File: config.mk
export PLATFORM = sky130hd
export DESIGN_NAME = run_continue_ctrl
export DESIGN_NICKNAME = d
export VERILOG_FILES = /design/src/rtl/run_continue_ctrl.sv
export SDC_FILE = /design/constraint.sdc
export NUM_CORES = 1
export LEC_CHECK = 0
export ABC_AREA = 1
export BUFFER_PORTS_ARGS = -buffer_cell sky130_fd_sc_hd__buf_2
export CORE_MARGIN = 2
export CORE_UTILIZATION = 51
export DETAILED_ROUTE_END_ITERATION = 12
export PLACE_DENSITY = 0.83
export SYNTH_ARGS = -nofsm -noshare
export SYNTH_HDL_FRONTEND = slang
export SYNTH_SLANG_ARGS = --single-unit
File: constraint.sdc
create_clock -name Clk -period 1.4 [get_ports Clk]
set_input_delay 0.07 -clock Clk [delete_from_list [all_inputs] [get_ports Clk]]
set_output_delay 0.07 -clock Clk [all_outputs]
set_load 0.1 [all_outputs]
File: src/rtl/run_continue_ctrl.sv
// run_continue_ctrl: operator-button front end for the SLC-3.
// Synchronizes and debounces the active-low Run/Continue buttons, turns
// accepted presses into one-cycle strobes and runs the PAUSE/Continue
// handshake with the CPU control FSM, latching the pause code onto LED.
module run_continue_ctrl #(
    parameter int DEBOUNCE_CYCLES = 4,
    parameter int LED_W           = 12
) (
    input  logic             Clk,
    input  logic             Reset,
    input  logic             Run,
    input  logic             Continue,
    input  logic             pause_req,
    input  logic [LED_W-1:0] pause_code,
    output logic             run_pulse,
    output logic             cont_pulse,
    output logic [LED_W-1:0] LED,
    output logic             running
);

    // Counter value at which a persistent disagreement is accepted.
    localparam logic [15:0] CNT_LAST = 16'(DEBOUNCE_CYCLES - 1);

    typedef enum logic [1:0] {
        S_IDLE       = 2'd0,
        S_RUN        = 2'd1,
        S_PAUSED     = 2'd2,
        S_WAIT_CLEAR = 2'd3
    } state_t;

    // Bit 0 is Run, bit 1 is Continue.
    logic [1:0] btn_raw;
    logic [1:0] press;

    assign btn_raw = {Continue, Run};

    genvar gi;
    generate
        for (gi = 0; gi < 2; gi++) begin : g_btn
            logic        sync1_reg;
            logic        sync2_reg;
            logic        level_reg;
            logic [15:0] cnt_reg;

            // Two-flop synchronizer followed by the consecutive-sample debouncer.
            always_ff @(posedge Clk) begin
                if (Reset) begin
                    sync1_reg <= 1'b1;
                    sync2_reg <= 1'b1;
                    level_reg <= 1'b1;
                    cnt_reg   <= '0;
                end else begin
                    sync1_reg <= btn_raw[gi];
                    sync2_reg <= sync1_reg;
                    if (sync2_reg == level_reg) begin
                        cnt_reg <= '0;
                    end else if (cnt_reg == CNT_LAST) begin
                        level_reg <= sync2_reg;
                        cnt_reg   <= '0;
                    end else begin
                        cnt_reg <= cnt_reg + 16'd1;
                    end
                end
            end

            // A press is the debounced level about to flip from released to
            // pressed; flagging it one step early lets the FSM register its
            // strobe on the same edge the level flips.
            assign press[gi] = level_reg && !sync2_reg && (cnt_reg == CNT_LAST);
        end
    endgenerate

    state_t             state_reg, state_next;
    logic               run_pulse_reg, run_pulse_next;
    logic               cont_pulse_reg, cont_pulse_next;
    logic [LED_W-1:0]   led_reg, led_next;

    // State register together with the registered strobes and LED latch.
    always_ff @(posedge Clk) begin
        if (Reset) begin
            state_reg      <= S_IDLE;
            run_pulse_reg  <= 1'b0;
            cont_pulse_reg <= 1'b0;
            led_reg        <= '0;
        end else begin
            state_reg      <= state_next;
            run_pulse_reg  <= run_pulse_next;
            cont_pulse_reg <= cont_pulse_next;
            led_reg        <= led_next;
        end
    end

    // Next-state logic: each state only reacts to the press that is valid there.
    always_comb begin
        state_next      = state_reg;
        run_pulse_next  = 1'b0;
        cont_pulse_next = 1'b0;
        led_next        = led_reg;
        case (state_reg)
            S_IDLE: begin
                if (press[0]) begin
                    run_pulse_next = 1'b1;
                    state_next     = S_RUN;
                end
            end
            S_RUN: begin
                if (pause_req) begin
                    led_next   = pause_code;
                    state_next = S_PAUSED;
                end
            end
            S_PAUSED: begin
                if (press[1]) begin
                    cont_pulse_next = 1'b1;
                    state_next      = S_WAIT_CLEAR;
                end else if (!pause_req) begin
                    state_next = S_RUN;
                end
            end
            S_WAIT_CLEAR: begin
                // Wait for the CPU to leave PAUSE so one press frees one pause.
                if (!pause_req) begin
                    state_next = S_RUN;
                end
            end
            default: state_next = S_IDLE;
        endcase
    end

    // Output decode: running is a function of the registered state only.
    always_comb begin
        running    = (state_reg != S_IDLE);
        run_pulse  = run_pulse_reg;
        cont_pulse = cont_pulse_reg;
        LED        = led_reg;
    end

endmodule

==> results of run 1 <==
-- path summary, 6_finish.rpt --
kind | endpoint | cells past startpoint | start
setup / recovery | g_btn[0].level_reg | 9 | g_btn[0].cnt_reg[0]
hold / removal | LED[2] | 3 | pause_code[2]
setup reg to reg | g_btn[0].level_reg | 9 | g_btn[0].cnt_reg[0]
hold reg to reg | g_btn[0].sync2_reg | 1 | g_btn[0].sync1_reg
-- area by class of cell --
class                           instances  area [sq um]  share of cell area [%]
Multi-Input combinational cell        231          1385                   43.96
Sequential cell                        54          1092                   34.67
Timing Repair Buffer                   57         376.6                   11.95
Inverter                               35         133.9                   4.249
Clock buffer                            6         82.58                   2.621
Tap cell                               54         67.56                   2.145
Clock inverter                          2         12.51                  0.3971
-- Yosys cell counts --
cell,n
a21oi_1,34
dfxtp_1,54
ha_1,4
buf_2,1
xor2_1,4
nand3_2,2
inv_2,2
nand4_1,5
a21oi_2,1
o21a_1,1
nor3_1,9
nand3b_4,1
and3_1,1
nand3_1,29
buf_6,1
o21ai_0,3
nor2_2,3
clkbuf_1,4
or2_1,1
and2_4,1
nor2_1,47
xnor2_1,3
nand2_1,62
nand2_2,4
or2_2,6
nor3_4,2
inv_1,33
nor2_4,3
nand3b_1,1
buf_4,1
or2_0,3
-- stage by stage --
step	setup WS, ps	area (sq um)	total power, W
after CTS	2.313	2924	0.002534
after global placement	-28.91	2776	0.001647
after detailed placement	-66.07	2776	0.001649
after floorplan	6.259	2442	0.001613
final	-56.05	3151	0.002534
after global routing	-159.8	3151	0.002619
-- cell families (layout without fill, tap and decap cells) --
group | after synthesis | after routing | share of synthesized area [%]
buffers and inverters | 42 | 100 | 7.003
flip-flops | 54 | 54 | 44.49
AO/OA/AOI/OAI | 39 | 39 | 8.290
AND/OR/NAND/NOR | 180 | 181 | 35.63
adder cells (fa/ha/maj) | 4 | 4 | 2.060
XOR/XNOR | 7 | 7 | 2.523
-- per-layer routing --
metal | share of wire [%] | global-route usage (%)
met1 | 43 | 22.93
met2 | 52 | 34.33
met3 | 3.7 | 4.282
met4 | 1.1 | 7.819
met5 | 0 | 0
-- power by group --
part           internal [W]  switching [W]  leakage, nW
Clock              0.000399       0.000503       0.0472
Sequential          0.00154     0.00000360        0.439
Combinational     0.0000386      0.0000509        0.725
-- worst min-delay path, stage by stage --
cell and delay, ps:
buf_2 90, nand3_1 60, a21oi_1 50
-- timing repair --
| action | CTS | global route |
|---|---|---|
| setup endpoints to repair | 29 | 51 |
| buffers inserted | 0 | 5 |
| gates resized for setup | 4 | 57 |
| hold endpoints to repair | 2 | 0 |
| cloned | 1 | 0 |
| hold buffers | 2 | 0 |
| pin swaps | 1 | 18 |
==> flow_metrics.env, run 1 <==
export IMPL_cp_top_family="simple AND/OR/NAND/NOR gates"
export IMPL_antenna_cells=0
export IMPL_violations="negative setup slack"
export IMPL_syn_to_final_growth_pct=29.66
export IMPL_ys_ff_latch=54
export IMPL_vias=2338
export IMPL_synthTopCellsByArea="dfxtp_1 (44%), nand2_1 (9.6%), nor2_1 (7.3%)"
export IMPL_grt_usage_pct=19.55
export IMPL_hold_ws_ps=22.62
export IMPL_finalClockSkew_ps=15.18
export IMPL_post_drt_via_cell_ratio=5.326
export IMPL_root_buffer="clkbuf_8"
export IMPL_cp_start_kind="flip-flop"
export IMPL_gr_total_overflow=0
export IMPL_yosys_area_top_type="dfxtp_1"
export IMPL_start_util_pct=52.13
export IMPL_routed_wl_um=5658
export IMPL_antenna_found_initial=0
export IMPL_rsz0062_at_grt="true"
export IMPL_p_leak_nw=1.212
export IMPL_status="finished, violations left"
export IMPL_grt_pass1_vias=2050
export IMPL_synth_top_cell_area_share_pct=44.49
export IMPL_critPathMostFrequentCell="nor2_2"
export IMPL_worstMarginPinSlew_ps=487.7
export IMPL_numCtsBuffers=5
export IMPL_clock_latency_ps=310
export IMPL_slowest_stage="dfxtp_4"
export IMPL_final_cells=439
export IMPL_timing_fmax_mhz=686.8
export IMPL_drive_above_1_share_pct=34.55
export IMPL_dieArea_sq_mm=0.005333
export IMPL_slew_violations=0
export IMPL_dr_pass1_iters=6
export IMPL_syn_inst=326
export IMPL_final_common_cell="nand2_1"
export IMPL_die_h_um=73.03
export IMPL_seq_area_frac_synth_pct=44.49
export IMPL_post_dp_hpwl_um=3528
export IMPL_synthDistinctLibCells=31
export IMPL_synth_nets=347
export IMPL_pin_count=32
export IMPL_port_buffers=31
export IMPL_critPathBufInv=1
export IMPL_path_clk_slew_ps=100
export IMPL_cts_buffer_depth=2
export IMPL_drtIter0Drc=146
export IMPL_peakVddDrop_v=0.0008466
export IMPL_route_detailed_drc=0
export IMPL_final_cell_mix="nand2_1 (55), dfxtp_1 (49), nor2_1 (35)"
export IMPL_worstPathArrival_ps=1650
export IMPL_crit_path_cell_trace="ha_4, inv_2, nor2_2, nand2_1, nor2_2, and2_4, nand2_4, a21oi_2, o21ai_1"
export IMPL_setup_ws_ps=-56.05
export IMPL_fill_cells=358
export IMPL_grt_pass1_wl_um=8286
export IMPL_relSlewSlack_pct=67.71
export IMPL_yosysWarnings=0
export IMPL_largest_register_ffs=32
export IMPL_drtAntennaViolNets=0
export IMPL_coreArea_sq_mm=0.004661
export IMPL_cpPeakStageDelay_ps=380
export IMPL_cts_sinks=54
export IMPL_syn_area_sq_mm=0.002430
export IMPL_reg2reg_slack_ps=-60
export IMPL_grt_max_degree=22
export IMPL_tns_ps=-473.0
export IMPL_dp_cells=424
export IMPL_p_per_area_mw_per_mm2=804.3
export IMPL_tritoncts="built"
export IMPL_cp_end_kind="flip-flop"
export IMPL_htreeDepth=2
export IMPL_wl_per_cell_um=12.89
export IMPL_die_w_um=73.03
export IMPL_cp_required_ps=1590
export IMPL_cap_violations=0
export IMPL_path_class="reg -> reg"
export IMPL_crit_path_max_fanout=3
export IMPL_placementRows=25
export IMPL_syn_avg_cell_area_sq_um=7.453
export IMPL_hold_viol_final=0
export IMPL_layout_nets=405
export IMPL_hp_class="in -> reg"
export IMPL_place_congestion=0.8322
export IMPL_final_period_utilization_pct=104.0
export IMPL_fin_util_pct=67.60
export IMPL_period_needed_ps=1456
export IMPL_setup_viol=18
Note: power is estimated with default switching activity, not from simulation.
==> run 2: changes to the inputs <==
- MAX_ROUTING_LAYER: unset -> met4
==> flow_metrics.env, run 2 (synthesized netlist as in run 1, its figures left out) <==
export IMPL_status="finished, violations left"
export IMPL_violations="negative setup slack"
export IMPL_htreeDepth=2
export IMPL_slowest_stage="dfxtp_4"
export IMPL_grt_max_degree=22
export IMPL_syn_to_final_growth_pct=29.66
export IMPL_coreArea_sq_mm=0.004661
export IMPL_placementRows=25
export IMPL_path_class="reg -> reg"
export IMPL_root_buffer="clkbuf_8"
export IMPL_hold_viol_final=0
export IMPL_slew_violations=0
export IMPL_p_leak_nw=1.212
export IMPL_reg2reg_slack_ps=-60
export IMPL_grt_pass1_vias=2047
export IMPL_place_congestion=0.8450
export IMPL_cp_end_kind="flip-flop"
export IMPL_dp_cells=424
export IMPL_tritoncts="built"
export IMPL_crit_path_max_fanout=3
export IMPL_post_dp_hpwl_um=3528
export IMPL_finalClockSkew_ps=14.52
export IMPL_rsz0062_at_grt="true"
export IMPL_worstPathArrival_ps=1650
export IMPL_start_util_pct=52.13
export IMPL_worstMarginPinSlew_ps=487.9
export IMPL_grt_pass1_wl_um=8300
export IMPL_place_area_sq_mm=0.002776
export IMPL_antenna_cells=0
export IMPL_fill_cells=358
export IMPL_routed_wl_um=5632
export IMPL_pin_count=32
export IMPL_dr_pass1_iters=6
export IMPL_grt_usage_pct=20.21
export IMPL_cp_start_kind="flip-flop"
export IMPL_crit_path_cell_trace="ha_4, inv_2, nor2_2, nand2_1, nor2_2, and2_4, nand2_4, a21oi_2, o21ai_1"
export IMPL_setup_ws_ps=-58.35
export IMPL_setup_viol=18
export IMPL_gr_total_overflow=0
export IMPL_path_clk_slew_ps=100
export IMPL_die_w_um=73.03
export IMPL_drive_above_1_share_pct=34.55
export IMPL_cpPeakStageDelay_ps=380
export IMPL_cap_violations=0
export IMPL_cp_top_family="simple AND/OR/NAND/NOR gates"
export IMPL_critPathBufInv=1
export IMPL_final_cell_mix="nand2_1 (55), dfxtp_1 (49), nor2_1 (35)"
export IMPL_final_period_utilization_pct=104.2
export IMPL_critPathMostFrequentCell="nor2_2"
export IMPL_period_needed_ps=1458
export IMPL_post_drt_via_cell_ratio=5.292
export IMPL_final_common_cell="nand2_1"
export IMPL_hold_ws_ps=26.22
export IMPL_hp_class="in -> reg"
export IMPL_clock_latency_ps=300
export IMPL_final_cells=439
export IMPL_die_h_um=73.03
export IMPL_relSlewSlack_pct=67.70
export IMPL_fin_area_sq_mm=0.003151
export IMPL_timing_fmax_mhz=685.7
export IMPL_p_per_area_mw_per_mm2=802.9
export IMPL_numCtsBuffers=5
export IMPL_port_buffers=31
export IMPL_dieArea_sq_mm=0.005333
export IMPL_vias=2323
export IMPL_cp_required_ps=1590
export IMPL_layout_nets=405
export IMPL_wl_per_cell_um=12.83
export IMPL_drtAntennaViolNets=0
export IMPL_peakVddDrop_v=0.0008458
export IMPL_route_detailed_drc=0
export IMPL_cts_sinks=54
export IMPL_drtIter0Drc=134
export IMPL_largest_register_ffs=32
export IMPL_antenna_found_initial=0
export IMPL_cts_buffer_depth=2
[run 2: through the flow]
step	setup slack (ps)	setup TNS [ps]	power (W)	util (%)
final	-58.35	-518.5	0.002529	67.60
after global routing	-159.8	-2553	0.002625	67.60
after CTS	2.313	0	0.002534	62.74
after detailed placement	-66.07	-1150	0.001649	59.57
after global placement	-28.91	-349.6	0.001647	59.57
after floorplan	6.259	0	0.001613	-
[run 2: final timing paths]
path / from / to / cells after the start
worst max-delay path: g_btn[0].cnt_reg[0] / g_btn[0].level_reg / 9
worst min-delay path: pause_code[0] / LED[0] / 3
worst max register to register: g_btn[0].cnt_reg[0] / g_btn[0].level_reg / 9
worst min register to register: g_btn[0].sync1_reg / g_btn[0].sync2_reg / 1
[run 2: what timing repair did]
action	CTS	global route
cloned	1	0
hold buffers	2	0
pin swaps	1	18
hold endpoints to repair	2	0
gates resized for setup	4	57
setup endpoints to repair	29	51
buffers inserted	0	5
[run 2: worst min-delay path: stages]
cell	delay [ps]
buf_2	90
nand3_1	70
a21oi_1	60
[run 2: where the power goes]
| group | total (W) | switching (W) | leakage, nW | internal (W) |
|---|---|---|---|---|
| clock network | 0.000898 | 0.000499 | 0.0472 | 0.000399 |
| logic | 0.0000897 | 0.0000511 | 0.725 | 0.0000387 |
| registers | 0.00154 | 0.00000358 | 0.439 | 0.00154 |
[run 2: cell type report]
class,count,area (sq um),area share (%)
Multi-Input combinational cell,231,1385,43.96
Tap cell,54,67.56,2.145
Clock buffer,6,82.58,2.621
Inverter,35,133.9,4.249
Timing Repair Buffer,57,376.6,11.95
Clock inverter,2,12.51,0.3971
Sequential cell,54,1092,34.67
[run 2: per-layer routing]
layer  GRT usage (%)  share of wire, %  vias up
met5               -                 0        -
met4           6.584              0.62        0
met3           5.525               3.9        6
met2           34.33                52       60
met1           22.93                43     1091
li1                -                 -     1166
==> run 3: changes to the inputs <==
- ABC_AREA: 1 -> unset
- CORE_UTILIZATION: 51 -> 50
- PLACE_DENSITY: 0.83 -> 0.82
==> flow_metrics.env, run 3 <==
export IMPL_final_cell_mix="buf_4 (42), dfxtp_1 (41), buf_2 (30)"
export IMPL_largest_register_ffs=32
export IMPL_syn_to_final_growth_pct=46.60
export IMPL_drive_above_1_share_pct=44.51
export IMPL_slew_violations=0
export IMPL_antenna_found_initial=0
export IMPL_hold_viol_final=2
export IMPL_synth_edf_count=0
export IMPL_cts_buffer_depth=2
export IMPL_fin_util_pct=75.38
export IMPL_cp_required_ps=1610
export IMPL_tritoncts="built"
export IMPL_post_drt_via_cell_ratio=5.704
export IMPL_port_buffers=31
export IMPL_setup_viol=37
export IMPL_layout_nets=357
export IMPL_syn_area_sq_mm=0.002223
export IMPL_finalClockSkew_ps=8.204
export IMPL_cts_sinks=54
export IMPL_cp_start_kind="flip-flop"
export IMPL_numCtsBuffers=5
export IMPL_die_w_um=70.69
export IMPL_wl_per_cell_um=17.17
export IMPL_coreArea_sq_mm=0.004324
export IMPL_htreeDepth=2
export IMPL_violations="negative hold slack, negative setup slack"
export IMPL_path_class="reg -> reg"
export IMPL_final_period_utilization_pct=112.4
export IMPL_path_clk_slew_ps=100
export IMPL_worstPathArrival_ps=1790
export IMPL_yosys_area_top_type="dfxtp_1"
export IMPL_synthDistinctLibCells=35
export IMPL_pin_count=32
export IMPL_timing_fmax_mhz=635.7
export IMPL_fill_cells=269
export IMPL_status="finished, violations left"
export IMPL_ys_ff_latch=54
export IMPL_root_buffer="clkbuf_8"
export IMPL_die_h_um=70.69
export IMPL_grt_pass1_wl_um=9860
export IMPL_clock_latency_ps=310
export IMPL_seq_area_frac_synth_pct=48.62
export IMPL_crit_path_cell_trace="ha_4, nor4b_4, nand4_1, nand2_2, clkbuf_16, nor2_1"
export IMPL_crit_path_max_fanout=7
export IMPL_post_dp_hpwl_um=3615
export IMPL_antenna_cells=0
export IMPL_p_per_area_mw_per_mm2=787.4
export IMPL_hp_class="in -> reg"
export IMPL_syn_avg_cell_area_sq_um=8.858
export IMPL_cpPeakStageDelay_ps=370
export IMPL_relSlewSlack_pct=66.56
export IMPL_drtIter0Drc=134
export IMPL_syn_inst=251
export IMPL_grt_usage_pct=25.61
export IMPL_p_leak_nw=1.241
export IMPL_final_common_cell="buf_4"
export IMPL_cp_end_kind="flip-flop"
export IMPL_ys_top_cells_by_count="dfxtp_1 (54), nor2_1 (34), nand2_1 (30), a21oi_1 (15), xor2_1 (14)"
export IMPL_yosysWarnings=0
export IMPL_fin_area_sq_mm=0.003259
export IMPL_dieArea_sq_mm=0.004996
export IMPL_start_util_pct=51.42
export IMPL_slowest_stage="dfxtp_2"
export IMPL_hold_ws_ps=-10.02
export IMPL_place_area_sq_mm=0.002753
export IMPL_route_detailed_drc=0
export IMPL_placementRows=24
export IMPL_place_congestion=0.7961
export IMPL_async_flop_share_pct=0
export IMPL_setup_ws_ps=-173.1
export IMPL_routed_wl_um=6681
export IMPL_worstMarginPinSlew_ps=505.0
export IMPL_grt_pass1_vias=2251
export IMPL_rsz0062_at_grt="true"
export IMPL_ys_flop_type="dfxtp_1"
export IMPL_synthTopCellsByArea="dfxtp_1 (49%), nor2_1 (5.7%), xor2_1 (5.5%)"
export IMPL_peakVddDrop_v=0.0005577
export IMPL_vias=2219
export IMPL_drtAntennaViolNets=0
export IMPL_cap_violations=0
export IMPL_yosysMostFrequentCell="dfxtp_1"
export IMPL_dr_pass1_iters=4
export IMPL_grt_max_degree=22
export IMPL_synth_nets=272
export IMPL_synth_top_cell_area_share_pct=48.62
export IMPL_gr_total_overflow=0
export IMPL_period_needed_ps=1573
run 3: changes by cell type after synthesis, moves of 4 or more:
| cell | delta |
|---|---|
| a21oi_1 | -19 |
| and4_1 | +4 |
| inv_1 | -25 |
| nand2_1 | -32 |
| nand2_2 | -4 |
| nand3_1 | -17 |
| nand4_1 | +6 |
| nor2_1 | -13 |
| nor3_1 | -4 |
| nor4_1 | +10 |
| xnor2_1 | +8 |
| xor2_1 | +10 |
run 3: timing repair:
action / CTS / global route
gates resized for setup: 22 / 52
pin swaps: 2 / 19
buffers inserted: 6 / 3
endpoints found under the setup margin: 35 / 39
hold endpoints to repair: 8 / 0
hold buffers: 8 / 0
cloned: 2 / 0
run 3: cell families (layout without fill, tap and decap cells):
logic type	count (synthesis)	count (layout)	synth area share, %
AO/OA/AOI/OAI	24	24	6.022
flip-flops	54	54	48.62
buffers and inverters	17	103	3.545
AND/OR/NAND/NOR	127	127	29.71
XOR/XNOR	25	25	9.848
adder cells (fa/ha/maj)	4	4	2.251
run 3: critical path, delay by kind of cell, from the launching register on:
kind	cells	cell delay, ps
simple gates	4	760
fa+ha+maj	1	150
flops	1	370
buf+inv	1	200
run 3: through the flow:
step           setup TNS, ps  instances  setup WS, ps  power (W)
6_report               -3822        389        -173.1   0.002566
5_1_grt                -5528        389        -214.2   0.002615
4_1_cts                -1341        386        -91.40   0.002543
3_5_place_dp           -1869        362        -130.4   0.001643
3_3_place_gp          -420.7        362        -31.90   0.001641
2_1_floorplan          -1319        251        -133.8   0.001609
run 3: worst paths after layout:
check,startpoint,slack (ps),depth (start not counted),to
max,g_btn[1].cnt_reg[1],-170,6,g_btn[1].cnt_reg[6]
min,pause_code[1],-10,3,LED[1]
max reg2reg,g_btn[1].cnt_reg[1],-170,6,g_btn[1].cnt_reg[6]
min reg2reg,g_btn[1].sync1_reg,430,1,g_btn[1].sync2_reg
run 3: power by group:
part,internal [W],switching (W)
registers,0.00154,0.00000334
clock network,0.000401,0.000516
logic,0.0000561,0.0000525
run 3: cell type report:
class,count,area (sq um),share of cell area [%]
clock inverter,1,5.005,0.1536
tap,52,65.06,1.996
clock buffer,7,86.33,2.649
timing repair buffer,87,650.6,19.96
sequential,54,1102,33.82
multi-input combinational,180,1320,40.50
inverter,8,30.03,0.9213
run 3: routing by layer:
layer	wire, um	global-route usage [%]
met2	3569	45.69
met3	300	6.125
met5	0	-
met4	358	14.47
met1	2452	25.31
